**config.mk**
```make
export PLATFORM = sky130hd
export DESIGN_NAME = hififo_stream_framer
export DESIGN_NICKNAME = d
export VERILOG_FILES = /design/src/rtl/hififo_stream_framer.sv
export SDC_FILE = /design/constraint.sdc
export NUM_CORES = 1
export LEC_CHECK = 0
export CAP_MARGIN = 20
export CORE_AREA = 2 2 224 138
export DETAILED_ROUTE_END_ITERATION = 8
export DIE_AREA = 0 0 226 140
export HOLD_SLACK_MARGIN = 0.12
export PLACE_DENSITY_LB_ADDON = 0.08
export SLEW_MARGIN = 20
export SYNTH_ARGS = -nofsm -noshare
export SYNTH_HDL_FRONTEND = slang
export SYNTH_SLANG_ARGS = --single-unit
```
**constraint.sdc**
```tcl
create_clock -name clock -period 12.05 [get_ports clock]
set_input_delay 1.205 -clock clock [delete_from_list [all_inputs] [get_ports clock]]
set_output_delay 1.205 -clock clock [all_outputs]
set_load 0.03 [all_outputs]
```
**src/rtl/hififo_stream_framer.sv**
```systemverilog
// Forwards 64-bit words from the from-PC FIFO to the to-PC FIFO through a 4-entry buffer,
// optionally appending a {seq, MAGIC, checksum} trailer after every FRAME_LEN payload words.
module hififo_stream_framer #(
    parameter int unsigned FRAME_LEN = 256,
    parameter logic [15:0] MAGIC     = 16'hA5C3
) (
    input  logic        clock,
    input  logic        reset,
    input  logic        enable,
    input  logic [63:0] fpc_data,
    input  logic        fpc_valid,
    output logic        fpc_read,
    output logic [63:0] tpc_data,
    output logic        tpc_write,
    input  logic        tpc_ready,
    output logic [15:0] frame_count
);

    typedef enum logic {
        ST_PAYLOAD = 1'b0,
        ST_TRAILER = 1'b1
    } state_t;

    localparam logic [15:0] LAST_IDX = 16'(FRAME_LEN - 1);

    logic [63:0] buf_q [4];
    logic [1:0]  wr_ptr_q, rd_ptr_q;
    logic [2:0]  occ_q, occ_d;
    state_t      state_q, state_d;
    logic [15:0] count_q, count_d;
    logic [31:0] csum_q, csum_d;
    logic [15:0] seq_q, seq_d;
    logic        active_q, active_d;
    logic        rd_q, rd_d;
    logic        wr_q, wr_d;
    logic [63:0] data_q, data_d;

    logic        push, pop, issue, active_eff;
    logic [63:0] head;

    assign push  = rd_q && fpc_valid;
    assign issue = tpc_ready && ((state_q == ST_TRAILER) || (occ_q != 3'd0));
    assign pop   = issue && (state_q == ST_PAYLOAD);
    assign head  = buf_q[rd_ptr_q];
    // Framing decision is only re-sampled at a frame boundary.
    assign active_eff = ((state_q == ST_PAYLOAD) && (count_q == 16'd0)) ? enable : active_q;

    always_comb begin
        occ_d    = occ_q + 3'(push) - 3'(pop);
        // Occupancy <= 2 leaves room for the word a registered read may still bring in.
        rd_d     = (occ_d <= 3'd2);
        wr_d     = issue;
        data_d   = data_q;
        state_d  = state_q;
        count_d  = count_q;
        csum_d   = csum_q;
        seq_d    = seq_q;
        active_d = active_eff;
        if (issue) begin
            if (state_q == ST_TRAILER) begin
                data_d  = {seq_q, MAGIC, csum_q};
                seq_d   = seq_q + 16'd1;
                csum_d  = 32'd0;
                count_d = 16'd0;
                state_d = ST_PAYLOAD;
            end else begin
                data_d = head;
                if (active_eff) begin
                    csum_d  = csum_q + head[63:32] + head[31:0];
                    count_d = count_q + 16'd1;
                    if (count_q == LAST_IDX) begin
                        state_d = ST_TRAILER;
                    end
                end
            end
        end
    end

    always_ff @(posedge clock) begin
        if (push) begin
            buf_q[wr_ptr_q] <= fpc_data;
        end
    end

    always_ff @(posedge clock or posedge reset) begin
        if (reset) begin
            wr_ptr_q <= 2'd0;
            rd_ptr_q <= 2'd0;
            occ_q    <= 3'd0;
            state_q  <= ST_PAYLOAD;
            count_q  <= 16'd0;
            csum_q   <= 32'd0;
            seq_q    <= 16'd0;
            active_q <= 1'b0;
            rd_q     <= 1'b0;
            wr_q     <= 1'b0;
            data_q   <= 64'd0;
        end else begin
            wr_ptr_q <= wr_ptr_q + 2'(push);
            rd_ptr_q <= rd_ptr_q + 2'(pop);
            occ_q    <= occ_d;
            state_q  <= state_d;
            count_q  <= count_d;
            csum_q   <= csum_d;
            seq_q    <= seq_d;
            active_q <= active_d;
            rd_q     <= rd_d;
            wr_q     <= wr_d;
            data_q   <= data_d;
        end
    end

    assign fpc_read    = rd_q;
    assign tpc_write   = wr_q;
    assign tpc_data    = data_q;
    assign frame_count = seq_q;

endmodule
```
## After elaboration in Yosys (flattened, before gate mapping)

Memory sizes are Yosys's and may differ from the RTL's.
Index checks and enable logic that the tools add are counted.

| word-level totals | value |
|---|---|
| memory bits (writable) | 256 |
| bits in read-only memories | 0 |
| memories | 1 |
| register bits after elaboration | 139 |
| bits in latches | 0 |

| operators by class | value |
|---|---|
| mux-type cells | 11 |
| shift-type cells | 0 |
| reduce and logical (&&, ||, !) cells | 10 |
| div/mod/pow operators | 0 |
| $lt $le $gt $ge | 1 |
| $mul | 0 |
| bitwise logic cells | 1 |
| $add $sub $neg | 8 |
| eq/ne operators | 1 |

Memory list:

| name | words | bits a word | read ports | clocked after memory_dff | write ports | RTL line | text |
|---|---|---|---|---|---|---|---|
| buf_q | 4 | 64 | 1 | 0 | 1 | 26 | `logic [63:0] buf_q [4];` |

Operators with widths:

| operator | count |
|---|---|
| $add 32x32->32 | 2 |
| $mux 32 | 2 |
| $mux 64 | 1 |
| $add 16x1->16 const B | 2 |
| $mux 16 | 2 |
| $eq 16x8->1 const B | 1 |
| $logic_not 16->1 | 1 |
| $mux 1 | 6 |
| $add 2x1->2 | 2 |
| $logic_and 1x1->1 | 4 |
| $reduce_and 2->1 | 2 |
| $add 3x1->3 | 1 |
| $le 3x2->1 const B | 1 |
| $reduce_bool 3->1 | 1 |
| $sub 3x1->3 | 1 |
| $reduce_bool 2->1 | 1 |
| $logic_or 1x1->1 | 1 |
| $not 1->1 | 1 |

## Depth between registers and ports, before layout

| logic depth | value |
|---|---|
| depth in word-level cells | 6 |
| gate-level depth with buffers | 14 |

## Worst setup path before layout

Ideal clock, no wire load.

| timing | value |
|---|---|
| path kind | input to register |
| from | in fpc_valid |
| to | mem buf_q[1][0] (enable) |
| library setup time | 0.578 ns |
| arrival time | 6.042 ns |
| stages on the path | 2 |
| slack | 5.430 ns |
| cells stage by stage | nand2_1 -> nor3b_1 |

| between the ends | value |
|---|---|
| cells in the longest elaborated chain, start to end | 3 |

RTL lines:

| item | RTL line | text |
|---|---|---|
| start, declared | 11 | `input logic fpc_valid,` |
| $logic_and 1x1->1 | 41 | `assign push = rd_q && fpc_valid;` |
| $mux 1 | 80 | `if (push) begin` |
| $mux 1 (not written as such) | 81 | `buf_q[wr_ptr_q] <= fpc_data;` |
| end, declared | 26 |  |

No other way between the ends.

## Final worst setup path

| timing | value |
|---|---|
| from | reg rd_ptr_q[0] |
| to | reg csum_q[17] |

| between the ends | value |
|---|---|
| cells in the longest elaborated chain, start to end | 5 |

RTL lines:

| item | RTL line | text |
|---|---|---|
| start, declared | 27 | `logic [1:0] wr_ptr_q, rd_ptr_q;` |
| start signal, assigned | 100 | `rd_ptr_q <= rd_ptr_q + 2'(pop);` |
| $mem_v2 4x64 * | -- |  |
| $add 32x32->32 | 69 | `csum_d = csum_q + head[63:32] + head[31:0];` |
| $add 32x32->32 * | 69 |  |
| $mux 32 * | 68 | `if (active_eff) begin` |
| $mux 32 * | 60 | `if (state_q == ST_TRAILER) begin` |
| end signal, assigned | 104 | `csum_q <= csum_d;` |
| end, declared | 31 | `logic [31:0] csum_q, csum_d;` |

Every way passes the cells marked *; elsewhere a longest branch is shown, timed or not. The select of a mux whose other input is x is not followed.
A chain may end at the register's enable or synchronous reset.

==> flow_summary.ini <==
[outcome]
status = completed

[worst_setup_path]
critPathArrivalTime_ns = 5.36
crit_start = rd_ptr_q[0]
start_kind = flop
worstSetupPathType = reg -> reg
crit_path_max_incr_delay_ns = 0.92
cp_max_fo = 38
crit_path_end_kind = flop
crit_slowest_cell = dfrtp_4
crit_chain = buf_4, mux4_2, fa_1, ha_1, fa_1, a21o_1, nand3_1, a21oi_1, or2_1, a21o_1, a21oi_1, o21ai_0, a221o_1
timing.rr.start = rd_ptr_q[0]
required_ns = 12.46

[logic_synthesis]
syn_area_per_cell_um2 = 15.2
syn_inst = 1151
synth_xor_area_frac = 0.0281
postSynth.asyncResetShare = 0.352
synth_cell_types = 65
synth_mux_area_frac = 0.113
yosysSeqAreaShare = 0.640
ys_warn_count = 0
synth_compound_area_frac = 0.0742
synth_edf_count = 256
synth_ff_type = edfxtp_1
synthesis.area_mm2 = 0.0174
synth_fp_nets = 1290
synthAdderAreaFrac = 0.0644
synth_top_family_by_area = multiplexers
synth-simple-area-share = 0.0638
ys_ff_latch = 395

[clock_network]
cts_root_buf = clkbuf_16
cts_tree = yes
clkTransAtPathRegs_ns = 0.06
cts_buffer_depth = 3
worstSkewPairLatency_ns = 0.54
cts-buffers-inserted = 38
cts.repair_timing.setup_buffer_count = 0
cts_htree_levels = 2
cts-hold-fix-buffers = 0
clock_sinks = 395
cts-resized-gates = 0

[routing]
vias_per_cell = 5.93
firstDrtPassIters = 5
vias = 10400
drt-wirelength-per-cell_um = 22.6
drc = 0
wl_mm = 39.4
drtIter0Drc = 904
ant_nets = 0

[floorplan]
fp.coreArea_mm2 = 0.0295
initial_core_util = 0.591
dieArea_mm2 = 0.0316
die_h_um = 140
rows = 49
io_pins = 151
die_x_um = 226

[timing]
post-route-period-util = 0.410
fin_skew_ns = 0.0223
relSlewSlack = 0.239
rsz0062_at_grt = no
fin_setup_tns_ns = 0
fmax_mhz = 202
finalSetupViolations = 0
period_needed_ns = 4.94
finalMaxSlewViolations = 0
worst_pin_slew_ns = 1.14
hold_violations = 0

[global_route]
grt_pass1_vias = 10500
grt_max_degree = 76
antenna_found_initial = 1
grt_pass1_wl_mm = 61.4
grt_remaining_overflow = 0
grt_use_total = 0.258

[finish]
layout_commonest_cell = edfxtp_1
fin_nets = 1449
syn_to_final_growth_pct = 19.0
nFillCells = 1943
drive_gt1_frac = 0.123
layout_common_cells = 256 x edfxtp_1, 150 x clkdlybuf4s50_1, 137 x dfrtp_1

[hold_path]
hold_class = reg -> reg
hp-start = tpc_data[21]

[place]
place_hpwl_mm = 25.9
gp_congestion = 0.835
io_buffer_count = 150

[run]
max-cap-violations = 0
[cell families (layout without fill, tap and decap cells)]
logic type	after synthesis	count (layout)
and+or+nand+nor	250	250
other	0	1
buffers and inverters	66	253
xor gates and xnor gates	56	56
muxes	116	116
DFF	395	395
AOI/OAI and AO/OA	198	198
adders and majority gates	70	70
[cell usage after synthesis (3+ instances only)]
cell type / instances / area share
clkbuf_1: 27 / 0.0058
or3_1: 4 / 0.0014
inv_1: 18 / 0.0039
nor2_1: 52 / 0.011
a22o_1: 11 / 0.0055
ha_1: 37 / 0.027
buf_2: 13 / 0.0037
nand2_1: 120 / 0.026
edfxtp_1: 256 / 0.44
mux2i_1: 51 / 0.029
mux4_2: 65 / 0.084
a21o_2: 4 / 0.0020
and2_1: 5 / 0.0018
xnor2_1: 29 / 0.015
dfrtp_1: 139 / 0.20
nor3_1: 9 / 0.0026
o22ai_1: 3 / 0.0011
nand3_1: 23 / 0.0066
nand4_1: 8 / 0.0029
fa_1: 33 / 0.038
a21oi_1: 26 / 0.0075
and3_1: 11 / 0.0039
a31oi_1: 5 / 0.0018
a221o_1: 3 / 0.0017
o31ai_1: 4 / 0.0017
xor2_1: 27 / 0.014
buf_1: 5 / 0.0011
o21a_1: 3 / 0.0013
a21o_1: 22 / 0.0095
o21ai_0: 87 / 0.025
o21bai_1: 4 / 0.0017
[metal layers]
metal  global-route usage  share of wire  routed length, um
met4               0.0495          0.013                503
met1                0.421           0.49              19200
met2                0.364           0.43              16900
met3               0.0514          0.072               2840
met5                    0              0                  0
[path summary, 6_finish.rpt]
| kind | to | slack (ns) | cells past startpoint |
|---|---|---|---|
| max reg2reg | csum_q[17] | 7.11 | 13 |
| max | csum_q[17] | 7.11 | 13 |
| max in group asynchronous | count_q[8] | 9.44 | 3 |
| min reg2reg | tpc_data[21] | 0.48 | 2 |
| min in group asynchronous | wr_ptr_q[0] | 1.21 | 2 |
| min | tpc_data[21] | 0.48 | 2 |
[area by class of cell]
| type | count | area (um2) | share of cell area |
|---|---|---|---|
| tap | 408 | 510 | 0.0246 |
| clock inverter | 21 | 290 | 0.0140 |
| timing repair buffer | 166 | 1620 | 0.0781 |
| inverter | 19 | 76.3 | 0.00368 |
| clock buffer | 47 | 1050 | 0.0505 |
| antenna | 1 | 2.50 | 0.000121 |
| multi-input combinational | 690 | 6030 | 0.291 |
| sequential | 395 | 11200 | 0.538 |
[metrics by stage]
stage               setup slack, ns   util  hold WS, ns  cells  cell area, um2
floorplan                      5.43      -        0.488   1151           17400
global route                   6.70  0.704        0.505   1746           20700
finish                         7.11  0.704        0.479   1747           20800
detailed placement             6.94  0.658        0.469   1677           19400
global placement               7.01  0.658        0.465   1677           19400
CTS                            7.02  0.703        0.483   1745           20700
[state kept, by name, summed over array words and instances (netlist names)]
name / flops
frame_count: 16
buf_q: 256
rd_ptr_q: 2
occ_q: 3
tpc_data: 64
tpc_write: 1
active_q: 1
count_q: 16
wr_ptr_q: 2
csum_q: 32
state_q: 1
fpc_read: 1
[critical path: cells and delay by family, from the launching register on]
family                   cells  cell delay, ns
AND/OR/NAND/NOR              2            0.41
flip-flops                   1            0.92
adder cells (fa/ha/maj)      3            1.01
AO/OA/AOI/OAI                6            1.24
buffers and inverters        1            0.63
multiplexers                 1            0.61
Power is not shown: default switching activity piles up to over one toggle a cycle in this logic, so the estimate is an artifact.
